<file path="config.mk">
export PLATFORM = sky130hd
export DESIGN_NAME = boot_cmd_engine_flat
export DESIGN_NICKNAME = d
export VERILOG_FILES = /design/src/rtl/boot_cmd_engine_if.sv /design/src/rtl/boot_cmd_engine.sv /design/src/flat_wrapper.sv
export SDC_FILE = /design/constraint.sdc
export NUM_CORES = 1
export LEC_CHECK = 0
export ABC_AREA = 1
export ABC_CLOCK_PERIOD_IN_PS = 5200
export CORE_MARGIN = 2
export CORE_UTILIZATION = 47
export DETAILED_ROUTE_END_ITERATION = 10
export GPL_TIMING_DRIVEN = 0
export PLACE_DENSITY = 0.76
export SYNTH_ARGS = -nofsm -noshare
export SYNTH_HDL_FRONTEND = slang
export SYNTH_SLANG_ARGS = --single-unit
</file>
<file path="constraint.sdc">
create_clock -name CLK -period 5.2 [get_ports CLK]
set_input_delay 0.52 -clock CLK [delete_from_list [all_inputs] [get_ports CLK]]
set_output_delay 0.52 -clock CLK [all_outputs]
set_load 0.005 [all_outputs]
</file>
<file path="src/rtl/boot_cmd_engine_if.sv">
// Word-addressed memory port between the boot command engine and its memory.
// The engine drives the request side and the memory returns ack and read data.
interface boot_cmd_engine_if #(
    parameter int unsigned ADDR_W = 16
);
    logic              MEM_REQ;
    logic              MEM_WE;
    logic [ADDR_W-1:0] MEM_ADDR;
    logic [31:0]       MEM_WDATA;
    logic              MEM_ACK;
    logic [31:0]       MEM_RDATA;

    modport master (
        output MEM_REQ, MEM_WE, MEM_ADDR, MEM_WDATA,
        input  MEM_ACK, MEM_RDATA
    );

    modport slave (
        input  MEM_REQ, MEM_WE, MEM_ADDR, MEM_WDATA,
        output MEM_ACK, MEM_RDATA
    );
endinterface

</file>
<file path="src/rtl/boot_cmd_engine.sv">
// Bootloader command engine: assembles six SPI bytes into CMD/FLAGS/DATA frames
// and executes them against a req/ack memory port, with readback and boot release.
module boot_cmd_engine #(
    parameter int unsigned ADDR_W   = 16,
    parameter int unsigned TIMEOUT  = 1023,
    parameter logic [31:0] BOOT_KEY = 32'hB007C0DE
) (
    input  logic                CLK,
    input  logic                RST,
    input  logic [7:0]          B0,
    input  logic [7:0]          B1,
    input  logic [7:0]          B2,
    input  logic [7:0]          B3,
    input  logic [7:0]          B4,
    input  logic [7:0]          B5,
    input  logic [5:0]          BSTROBE,
    output logic [31:0]         RDBK,
    output logic                BUSY,
    output logic                BOOT_GO,
    output logic [7:0]          ERRCNT,
    boot_cmd_engine_if.master   mem
);
    typedef enum logic [1:0] {IDLE, REQ, WAIT} state_t;

    state_t            state_q, state_d;
    logic [2:0]        idx_q, idx_d;
    logic [7:0]        cmd_q, cmd_d;
    logic              auto_q, auto_d;
    logic [31:0]       data_q, data_d;
    logic              done_q, done_d;
    logic [ADDR_W-1:0] ptr_q, ptr_d;
    logic              inc_q, inc_d;
    logic [31:0]       cnt_q, cnt_d;
    logic [31:0]       rdbk_q, rdbk_d;
    logic              req_q, req_d;
    logic              we_q, we_d;
    logic [ADDR_W-1:0] addr_q, addr_d;
    logic [31:0]       wdata_q, wdata_d;
    logic              busy_q, busy_d;
    logic              boot_q, boot_d;
    logic [7:0]        errcnt_q, errcnt_d;
    logic              err;
    logic [5:0]        exp_strobe;
    logic [31:0]       ptr_ext;
    logic              unused_bits;

    assign ptr_ext     = 32'(ptr_q);
    assign exp_strobe  = 6'(1) << idx_q;
    assign unused_bits = ^{B1[7:1], ptr_ext[31:16]};

    always_comb begin
        state_d  = state_q;
        idx_d    = idx_q;
        cmd_d    = cmd_q;
        auto_d   = auto_q;
        data_d   = data_q;
        done_d   = 1'b0;
        ptr_d    = ptr_q;
        inc_d    = inc_q;
        cnt_d    = cnt_q;
        rdbk_d   = rdbk_q;
        req_d    = req_q;
        we_d     = we_q;
        addr_d   = addr_q;
        wdata_d  = wdata_q;
        busy_d   = busy_q;
        boot_d   = boot_q;
        errcnt_d = errcnt_q;
        err      = 1'b0;

        // Frame assembly; multi-bit strobes never match a single expected bit.
        if (BSTROBE == 6'b000001) begin
            cmd_d = B0;
            idx_d = 3'd1;
        end else if (BSTROBE != '0) begin
            if (idx_q != 3'd0 && BSTROBE == exp_strobe) begin
                idx_d = idx_q + 3'd1;
                case (idx_q)
                    3'd1:    auto_d = B1[0];
                    3'd2:    data_d[31:24] = B2;
                    3'd3:    data_d[23:16] = B3;
                    3'd4:    data_d[15:8]  = B4;
                    default: begin
                        data_d[7:0] = B5;
                        done_d      = 1'b1;
                        idx_d       = 3'd0;
                    end
                endcase
            end else begin
                idx_d = 3'd0;
                err   = 1'b1;
            end
        end

        case (state_q)
            IDLE: begin
                if (done_q) begin
                    case (cmd_q)
                        8'h01: ptr_d = data_q[ADDR_W-1:0];
                        8'h02, 8'h03: begin
                            addr_d  = ptr_q;
                            we_d    = (cmd_q == 8'h02);
                            wdata_d = data_q;
                            inc_d   = auto_q;
                            req_d   = 1'b1;
                            busy_d  = 1'b1;
                            cnt_d   = '0;
                            state_d = REQ;
                        end
                        8'h04: begin
                            if (data_q == BOOT_KEY) boot_d = 1'b1;
                            else                    err    = 1'b1;
                        end
                        8'h05: rdbk_d = {boot_q, 7'b0, errcnt_q, ptr_ext[15:0]};
                        default: err = 1'b1;
                    endcase
                end
            end
            REQ, WAIT: begin
                if (done_q) err = 1'b1;
                if (mem.MEM_ACK) begin
                    if (!we_q) rdbk_d = mem.MEM_RDATA;
                    if (inc_q) ptr_d = ptr_q + 1'b1;
                    req_d   = 1'b0;
                    busy_d  = 1'b0;
                    state_d = IDLE;
                end else if (cnt_q == 32'(TIMEOUT - 1)) begin
                    err     = 1'b1;
                    req_d   = 1'b0;
                    busy_d  = 1'b0;
                    state_d = IDLE;
                end else begin
                    cnt_d   = cnt_q + 32'd1;
                    state_d = WAIT;
                end
            end
            default: state_d = IDLE;
        endcase

        // All error sources in a cycle collapse into one saturating increment.
        if (err && errcnt_q != 8'hFF) errcnt_d = errcnt_q + 8'd1;
    end

    always_ff @(posedge CLK or posedge RST) begin
        if (RST) begin
            state_q  <= IDLE;
            idx_q    <= '0;
            cmd_q    <= '0;
            auto_q   <= 1'b0;
            data_q   <= '0;
            done_q   <= 1'b0;
            ptr_q    <= '0;
            inc_q    <= 1'b0;
            cnt_q    <= '0;
            rdbk_q   <= '0;
            req_q    <= 1'b0;
            we_q     <= 1'b0;
            addr_q   <= '0;
            wdata_q  <= '0;
            busy_q   <= 1'b0;
            boot_q   <= 1'b0;
            errcnt_q <= '0;
        end else begin
            state_q  <= state_d;
            idx_q    <= idx_d;
            cmd_q    <= cmd_d;
            auto_q   <= auto_d;
            data_q   <= data_d;
            done_q   <= done_d;
            ptr_q    <= ptr_d;
            inc_q    <= inc_d;
            cnt_q    <= cnt_d;
            rdbk_q   <= rdbk_d;
            req_q    <= req_d;
            we_q     <= we_d;
            addr_q   <= addr_d;
            wdata_q  <= wdata_d;
            busy_q   <= busy_d;
            boot_q   <= boot_d;
            errcnt_q <= errcnt_d;
        end
    end

    assign RDBK          = rdbk_q;
    assign BUSY          = busy_q;
    assign BOOT_GO       = boot_q;
    assign ERRCNT        = errcnt_q;
    assign mem.MEM_REQ   = req_q;
    assign mem.MEM_WE    = we_q;
    assign mem.MEM_ADDR  = addr_q;
    assign mem.MEM_WDATA = wdata_q;
endmodule

</file>
<file path="src/flat_wrapper.sv">
// flat-port wrapper written by rule: the top's interface ports become plain ports
module boot_cmd_engine_flat 
#(
    parameter int unsigned ADDR_W   = 16,
    parameter int unsigned TIMEOUT  = 1023,
    parameter logic [31:0] BOOT_KEY = 32'hB007C0DE
)
  (CLK, RST, B0, B1, B2, B3, B4, B5, BSTROBE, RDBK, BUSY, BOOT_GO, ERRCNT, mem_MEM_REQ, mem_MEM_WE, mem_MEM_ADDR, mem_MEM_WDATA, mem_MEM_ACK, mem_MEM_RDATA);
  boot_cmd_engine_if #(.ADDR_W(ADDR_W)) mem_i ();
  input  logic CLK;
  input  logic RST;
  input  logic [7:0] B0;
  input  logic [7:0] B1;
  input  logic [7:0] B2;
  input  logic [7:0] B3;
  input  logic [7:0] B4;
  input  logic [7:0] B5;
  input  logic [5:0] BSTROBE;
  output logic [31:0] RDBK;
  output logic BUSY;
  output logic BOOT_GO;
  output logic [7:0] ERRCNT;
  output wire logic [$bits(mem_i.MEM_REQ)-1:0] mem_MEM_REQ;
  output wire logic [$bits(mem_i.MEM_WE)-1:0] mem_MEM_WE;
  output wire logic [$bits(mem_i.MEM_ADDR)-1:0] mem_MEM_ADDR;
  output wire logic [$bits(mem_i.MEM_WDATA)-1:0] mem_MEM_WDATA;
  input wire logic [$bits(mem_i.MEM_ACK)-1:0] mem_MEM_ACK;
  input wire logic [$bits(mem_i.MEM_RDATA)-1:0] mem_MEM_RDATA;
  assign mem_MEM_REQ = mem_i.MEM_REQ;
  assign mem_MEM_WE = mem_i.MEM_WE;
  assign mem_MEM_ADDR = mem_i.MEM_ADDR;
  assign mem_MEM_WDATA = mem_i.MEM_WDATA;
  assign mem_i.MEM_ACK = mem_MEM_ACK;
  assign mem_i.MEM_RDATA = mem_MEM_RDATA;
  boot_cmd_engine #(.ADDR_W(ADDR_W), .TIMEOUT(TIMEOUT), .BOOT_KEY(BOOT_KEY)) u_core (.CLK(CLK), .RST(RST), .B0(B0), .B1(B1), .B2(B2), .B3(B3), .B4(B4), .B5(B5), .BSTROBE(BSTROBE), .RDBK(RDBK), .BUSY(BUSY), .BOOT_GO(BOOT_GO), .ERRCNT(ERRCNT), .mem(mem_i));
endmodule
</file>
==> qor.txt, run 1 <==
Mapped Cells - 1,166
dominant cell by count in the synthesized netlist - sky130_fd_sc_hd__nand2_1
signed area change from the synthesized netlist to the final layout - 29.8%
hold-fix buffers at CTS - 0
total number of vias - 8,611
post-synthesis xor/xnor area fraction - 0.0244
detailed placer's ending HPWL - 20.1 mm
area taken by multi-input logic gates - 3920 µm²
cell accounting for the most synthesized area - sky130_fd_sc_hd__dfrtp_1
simple-gate area share of the yosys netlist - 0.240
Post-synth EDFFs - 0
cells taking the most area after synthesis - sky130_fd_sc_hd__dfrtp_1 50%, sky130_fd_sc_hd__nand2_1 11%, sky130_fd_sc_hd__o21ai_0 7.8%
Clk pin slew, worst setup/hold paths - 70 ps
Crit path arrival time - 2840 ps
result of the run - complete, no violations
Max Transition Viols Final - 0
global-route wire length before repair - 41.7 mm
fraction of the core area covered by cells at the end of the flow - 0.621
Net count, final - 1,463
Buf/Inv on CP - 4
combinational family with the most area after synthesis - simple AND/OR/NAND/NOR gates
kind of critical path - reg -> reg
buffers inserted by post-CTS timing repair - 0
vertical die dimension - 145 µm
CTS tree - yes
Top delay family on crit path - buffers and inverters
critical register-to-register path startpoint - u_core.state_q[0]
post-route worst setup slack - 2660 ps
peak supply drop - 0.297 mV
Inserted Clock Buffers - 17
antenna diode count - 0
number of placed I/O pins - 181
average wire per standard cell - 16.1 µm
multiplexer area fraction after synthesis - 0.0145
x dimension of the die - 145 µm
transition time of the tightest slew-check pin - 772 ps
CP Launch Type - register
Seq cells post-synth - 187
global route total overflow - 0
proportion of netlist area held by the largest area contributor - 0.502
number of instances resized during post-cts repair - 0
largest net degree at the start of global routing - 41
number of distinct library cells after synthesis - 37
initial antenna violation count - 0
post-route minimum period - 2540 ps
Adder-Cell Fraction of Synth Area - 0.0148
Clock Root Buffer - sky130_fd_sc_hd__clkbuf_16
top cells by count, synth - 281 x sky130_fd_sc_hd__nand2_1, 187 x sky130_fd_sc_hd__dfrtp_1, 145 x sky130_fd_sc_hd__o21ai_0
RSZ-0062 raised after global routing - false
number of clock sinks - 187
total die area - 21,000 µm²
share of the synthesized area in compound gates (AO/OA/AOI/OAI) - 0.128
standard cell with the maximum stage delay on the critical path - sky130_fd_sc_hd__a211oi_4
Final Hold Vio Count - 0
average footprint of a synthesized cell - 7.99 µm²
source-to-sink clock delay at the later pin of the worst-skew pair - 440 ps
ratio of cells with drive above 1 in the final layout - 0.0640
effective utilization at floorplan - 0.479
startpoint of the most critical hold path - u_core.cmd_q[0]
Total Routed Length - 26.4 mm
Synth Cell Area - 9320 µm²
Fin Setup TNS - 0 ps
# H-tree levels - 4
stage delay of the slowest cell on the critical path - 520 ps
Place WS - 2680 ps
power per unit of standard cell area - 440 nW/µm²
sequential cell area - 4680 µm²
count of max-cap constraint violations - 0
Detailed Route Iter0 Violations - 656
remaining antenna violation count - 0
Worst setup startpoint - u_core.state_q[0]
detailed-router iteration count before antenna repair - 5
number of global-route vias before repair - 8,139
FF-to-FF setup slack - 2660 ps
residual DRC count - 0
CP Max Fanout - 10
total track usage - 0.256
cells along the critical path - inv_1 > ha_1 > buf_2 > inv_2 > or2_1 > nand3b_1 > a211oi_4 > clkbuf_1 > o21ai_0
critical path endpoint category - register
clock tree skew after final layout - 11.0 ps
share of the yosys chip area belonging to registers - 0.502
required time worst endpoint - 5500 ps
Async S/R FF share, synth - 1.00
fraction of the cycle the final worst path needs - 0.488
worst hold path class - reg -> reg
GPL Wtd Cong - 0.982
most frequently used flop master after synthesis - sky130_fd_sc_hd__dfrtp_1
max_slew headroom - 0.483
number of fill cells in the layout - 1,673
final setup fails - 0
maximum buffer depth of the clock tree - 2
achievable frequency - 394 MHz
Buffers on Ports - 173
Synth warnings - 0
total nets after synthesis - 1,266
Leak - 0.00545 µW
CORE AREA - 19,500 µm²
Placement Rows - 51
via count normalized by instance count - 5.25
==> power breakdown <==
part           switching [µW]  internal [µW]
logic                    1100            851
registers                 241           1780
clock network             620            729
total                    1960           3360
==> worst register-to-register path, stage by stage (launching register included) <==
cell	delay, ps
sky130_fd_sc_hd__dfrtp_1	350
sky130_fd_sc_hd__inv_1	60
sky130_fd_sc_hd__ha_1	280
sky130_fd_sc_hd__buf_2	190
sky130_fd_sc_hd__inv_2	200
sky130_fd_sc_hd__or2_1	150
sky130_fd_sc_hd__nand3b_1	140
sky130_fd_sc_hd__a211oi_4	520
sky130_fd_sc_hd__clkbuf_1	370
sky130_fd_sc_hd__o21ai_0	140
==> through the flow <==
step / hold WS [ps] / total power, µW / instance area (µm²) / std cells
floorplan: 440 / 2970 / 9320 / 1166
global placement: 464 / 3920 / 11400 / 1604
detailed placement: 470 / 3990 / 11500 / 1609
CTS: 488 / 5340 / 12100 / 1641
global route: 497 / 5650 / 12100 / 1641
finish: 480 / 5320 / 12100 / 1641
==> cell usage in the layout, fill, tap and decap left out, types with 2 or more instances in the layout <==
cell type                           n
sky130_fd_sc_hd__a21oi_1           53
sky130_fd_sc_hd__a22oi_1            2
sky130_fd_sc_hd__a31oi_1            2
sky130_fd_sc_hd__buf_12             5
sky130_fd_sc_hd__buf_2             14
sky130_fd_sc_hd__buf_6              2
sky130_fd_sc_hd__bufinv_16          2
sky130_fd_sc_hd__clkbuf_1          28
sky130_fd_sc_hd__clkbuf_16         17
sky130_fd_sc_hd__clkdlybuf4s50_1  173
sky130_fd_sc_hd__clkinv_2           2
sky130_fd_sc_hd__clkinvlp_4         3
sky130_fd_sc_hd__dfrtp_1          187
sky130_fd_sc_hd__ha_1              11
sky130_fd_sc_hd__inv_1            132
sky130_fd_sc_hd__inv_2              3
sky130_fd_sc_hd__inv_6              3
sky130_fd_sc_hd__inv_8              4
sky130_fd_sc_hd__mux2_2            12
sky130_fd_sc_hd__nand2_1          281
sky130_fd_sc_hd__nand2_2            6
sky130_fd_sc_hd__nand3_1           64
sky130_fd_sc_hd__nand4_1           31
sky130_fd_sc_hd__nor2_1           110
sky130_fd_sc_hd__nor3_1            26
sky130_fd_sc_hd__nor4_1             2
sky130_fd_sc_hd__o211ai_1           4
sky130_fd_sc_hd__o21ai_0          145
sky130_fd_sc_hd__o21ai_2            8
sky130_fd_sc_hd__o22ai_1            2
sky130_fd_sc_hd__o31ai_1            2
sky130_fd_sc_hd__xnor2_1            2
sky130_fd_sc_hd__xor2_1            24
==> logic make-up (layout without fill, tap and decap cells) <==
logic type / Yosys count / after routing
flip-flops: 187 / 187
buffers and inverters: 181 / 391
AO/OA/AOI/OAI: 222 / 222
adder cells (fa/ha/maj): 11 / 11
multiplexers: 12 / 12
AND/OR/NAND/NOR: 527 / 527
XOR/XNOR: 26 / 26
==> sequential cells by signal, summed over array words and instances (netlist names) <==
| name | flops |
|---|---|
| u_core.BUSY | 1 |
| u_core.idx_q | 3 |
| u_core.mem.MEM_ADDR | 16 |
| u_core.cmd_q | 8 |
| u_core.inc_q | 1 |
| u_core.ERRCNT | 8 |
| u_core.BOOT_GO | 1 |
| u_core.auto_q | 1 |
| u_core.cnt_q | 32 |
| u_core.data_q | 32 |
| u_core.done_q | 1 |
| u_core.mem.MEM_WDATA | 32 |
| u_core.RDBK | 32 |
| u_core.ptr_q | 16 |
| u_core.mem.MEM_WE | 1 |
| u_core.state_q | 2 |
==> final cells by class <==
class	instances	share of cell area
clock buffer	17	0.0352
multi-input combinational	798	0.324
tap	265	0.0274
clock inverter	15	0.0150
sequential	187	0.387
timing repair buffer	178	0.151
inverter	136	0.0425
buffer	45	0.0170
==> final timing paths <==
check,end,depth (start not counted)
setup / recovery,u_core.RDBK[26],9
hold / removal,u_core.mem.MEM_WE,1
setup reg to reg,u_core.RDBK[26],9
hold reg to reg,u_core.mem.MEM_WE,1
max in group asynchronous,u_core.ptr_q[14],4
min in group asynchronous,u_core.cnt_q[27],2
==> metal layers <==
metal	up-vias	GRT usage	wire length, µm
li1	4181	-	-
met1	4066	0.348	11400
met2	316	0.406	12300
met3	48	0.0586	2050
met4	0	0.0869	652
met5	-	0	0
(Power assumes the default switching activity.)
==> run 2: changes to the inputs <==
- ABC_CLOCK_PERIOD_IN_PS: 5200 -> 2200
- clock period: 5.2 -> 2.2 ns (I/O delays scaled with it)
==> qor.txt, run 2 (same netlist as run 1, synthesis figures left out) <==
result of the run - complete, no violations (unchanged)
Crit path arrival time - 2460 ps (was 2840 ps)
total track usage - 0.256 (about the same)
antenna diode count - 0 (unchanged)
sequential cell area - 4680 µm² (unchanged)
number of clock sinks - 187 (unchanged)
remaining antenna violation count - 0 (unchanged)
initial antenna violation count - 0 (unchanged)
Buffers on Ports - 173 (unchanged)
signed area change from the synthesized netlist to the final layout - 33.6% (was 29.8%)
kind of critical path - reg -> reg (unchanged)
Total Routed Length - 27.0 mm (was 26.4 mm)
via count normalized by instance count - 5.28 (was 5.25)
max_slew headroom - 0.380 (was 0.483)
number of global-route vias before repair - 8,163 (was 8,139)
Detailed Route Iter0 Violations - 696 (was 656)
most frequent cells in the layout - 277 x sky130_fd_sc_hd__nand2_1, 187 x sky130_fd_sc_hd__dfrtp_1, 173 x sky130_fd_sc_hd__clkdlybuf4s50_1 (was 281 x sky130_fd_sc_hd__nand2_1, 187 x sky130_fd_sc_hd__dfrtp_1, 173 x sky130_fd_sc_hd__clkdlybuf4s50_1)
reg2reg end - u_core.ERRCNT[4] (was u_core.RDBK[26])
effective utilization at floorplan - 0.479 (unchanged)
most common cell after layout, fill and taps aside - sky130_fd_sc_hd__nand2_1 (unchanged)
required time worst endpoint - 2530 ps (was 5500 ps)
Net count, final - 1,483 (was 1,463)
average wire per standard cell - 16.3 µm (was 16.1 µm)
Worst setup startpoint - u_core.state_q[1] (was u_core.state_q[0])
vertical die dimension - 145 µm (unchanged)
total number of vias - 8,767 (was 8,611)
Max Transition Viols Final - 0 (unchanged)
CORE AREA - 19,500 µm² (unchanged)
Fin Setup TNS - 0 ps (unchanged)
hold-fix buffers at CTS - 0 (unchanged)
critical register-to-register path startpoint - u_core.state_q[1] (was u_core.state_q[0])
maximum buffer depth of the clock tree - 2 (unchanged)
largest net degree at the start of global routing - 41 (unchanged)
post-route minimum period - 2130 ps (was 2540 ps)
Inserted Clock Buffers - 17 (unchanged)
Clk pin slew, worst setup/hold paths - 70 ps (about the same)
CTS tree - yes (unchanged)
Clock Root Buffer - sky130_fd_sc_hd__clkbuf_16 (unchanged)
number of placed I/O pins - 181 (unchanged)
transition time of the tightest slew-check pin - 926 ps (was 772 ps)
Inst Count DP - 1,609 (unchanged)
worst hold path class - in -> async (was reg -> reg)
CP Launch Type - register (unchanged)
FF-to-FF setup slack - 70 ps (was 2660 ps)
final setup fails - 0 (unchanged)
area taken by multi-input logic gates - 4000 µm² (was 3920 µm²)
clock tree skew after final layout - 12.2 ps (was 11.0 ps)
achievable frequency - 469 MHz (was 394 MHz)
x dimension of the die - 145 µm (unchanged)
global-route wire length before repair - 41.8 mm (was 41.7 mm)
post-route total power - 12,900 µW (was 5320 µW)
source-to-sink clock delay at the later pin of the worst-skew pair - 440 ps (about the same)
total die area - 21,000 µm² (unchanged)
fraction of the cycle the final worst path needs - 0.970 (was 0.488)
detailed-router iteration count before antenna repair - 8 (was 5)
final standard cell area without fillers - 12,400 µm² (was 12,100 µm²)
number of fill cells in the layout - 1,638 (was 1,673)
Placement Rows - 51 (unchanged)
residual DRC count - 0 (unchanged)
GPL Wtd Cong - 0.982 (unchanged)
global route total overflow - 0 (unchanged)
count of max-cap constraint violations - 0 (unchanged)
detailed placer's ending HPWL - 20.1 mm (unchanged)
peak supply drop - 0.695 mV (was 0.297 mV)
# H-tree levels - 4 (unchanged)
CP Max Fanout - 9 (was 10)
Final Hold Vio Count - 0 (unchanged)
ratio of cells with drive above 1 in the final layout - 0.0989 (was 0.0640)
Leak - 0.00562 µW (was 0.00545 µW)
worst setup path endpoint - u_core.ERRCNT[4] (was u_core.RDBK[26])
post-detailed-placement cell area - 11,500 µm² (unchanged)
critical path endpoint category - register (unchanged)
Non-Filler Instances - 1,661 (was 1,641)
power per unit of standard cell area - 1040 nW/µm² (was 440 nW/µm²)
worst r2r path cells - 8 (was 9)
==> run 2: worst max-delay path, cell delays in order, from the launching register on <==
cell,delay (ps)
sky130_fd_sc_hd__dfrtp_1,370
sky130_fd_sc_hd__inv_1,70
sky130_fd_sc_hd__ha_2,330
sky130_fd_sc_hd__buf_8,130
sky130_fd_sc_hd__nor3_1,80
sky130_fd_sc_hd__a31oi_1,700
sky130_fd_sc_hd__nand2_4,180
sky130_fd_sc_hd__nand2_1,110
sky130_fd_sc_hd__nand2_1,60
==> run 2: power by group <==
part / internal (µW) / switching [µW] / total, µW
registers: 4220 / 577 / 4800
logic: 2250 / 2710 / 4960
clock network: 1720 / 1460 / 3180
total: 8190 / 4750 / 12900
==> run 2: per-layer routing <==
| metal | vias to the layer above | wire, µm | GRT usage |
|---|---|---|---|
| met5 | - | 0 | 0 |
| met4 | 0 | 629 | 0.0884 |
| met2 | 333 | 12600 | 0.405 |
| met1 | 4164 | 11700 | 0.349 |
| met3 | 48 | 2060 | 0.0586 |
| li1 | 4222 | - | - |
==> run 2: worst min path at each step <==
stage / startpoint / slack [ps] / cells after the start / endpoint
after detailed placement: u_core.data_q[8] / 470 / 2 / u_core.data_q[8]
after floorplan: B5[5] / 340 / 2 / u_core.data_q[5]
final: RST / 200 / 2 / u_core.cnt_q[27]
after global routing: RST / 260 / 2 / u_core.cnt_q[27]
after global placement: u_core.mem.MEM_WDATA[24] / 460 / 2 / u_core.mem.MEM_WDATA[24]
after CTS: RST / 220 / 2 / u_core.cmd_q[4]
==> run 2: timing repair <==
item / CTS / global route
pin swaps: 2 / 4
buffers inserted: 3 / 17
gates resized for setup: 14 / 52
cloned: 0 / 2
setup endpoints to repair: 143 / 167
==> run 2: area by class of cell <==
class,instances,area share
multi-input cells,798,0.321
inverters,136,0.0423
plain buffers,43,0.0207
clock inverters,15,0.0146
well taps,265,0.0266
clock buffers,17,0.0342
repair buffers,200,0.164
flip-flops and latches,187,0.376
==> run 2: through the flow <==
| step | utilization | hold WS (ps) | setup WS, ps |
|---|---|---|---|
| 2_1_floorplan | - | 341 | -426 |
| 3_3_place_gp | 0.585 | 464 | -1970 |
| 4_1_cts | 0.624 | 215 | 9.09 |
| 5_1_grt | 0.640 | 258 | -29.2 |
| 3_5_place_dp | 0.590 | 470 | -307 |
| 6_report | 0.640 | 202 | 66.6 |
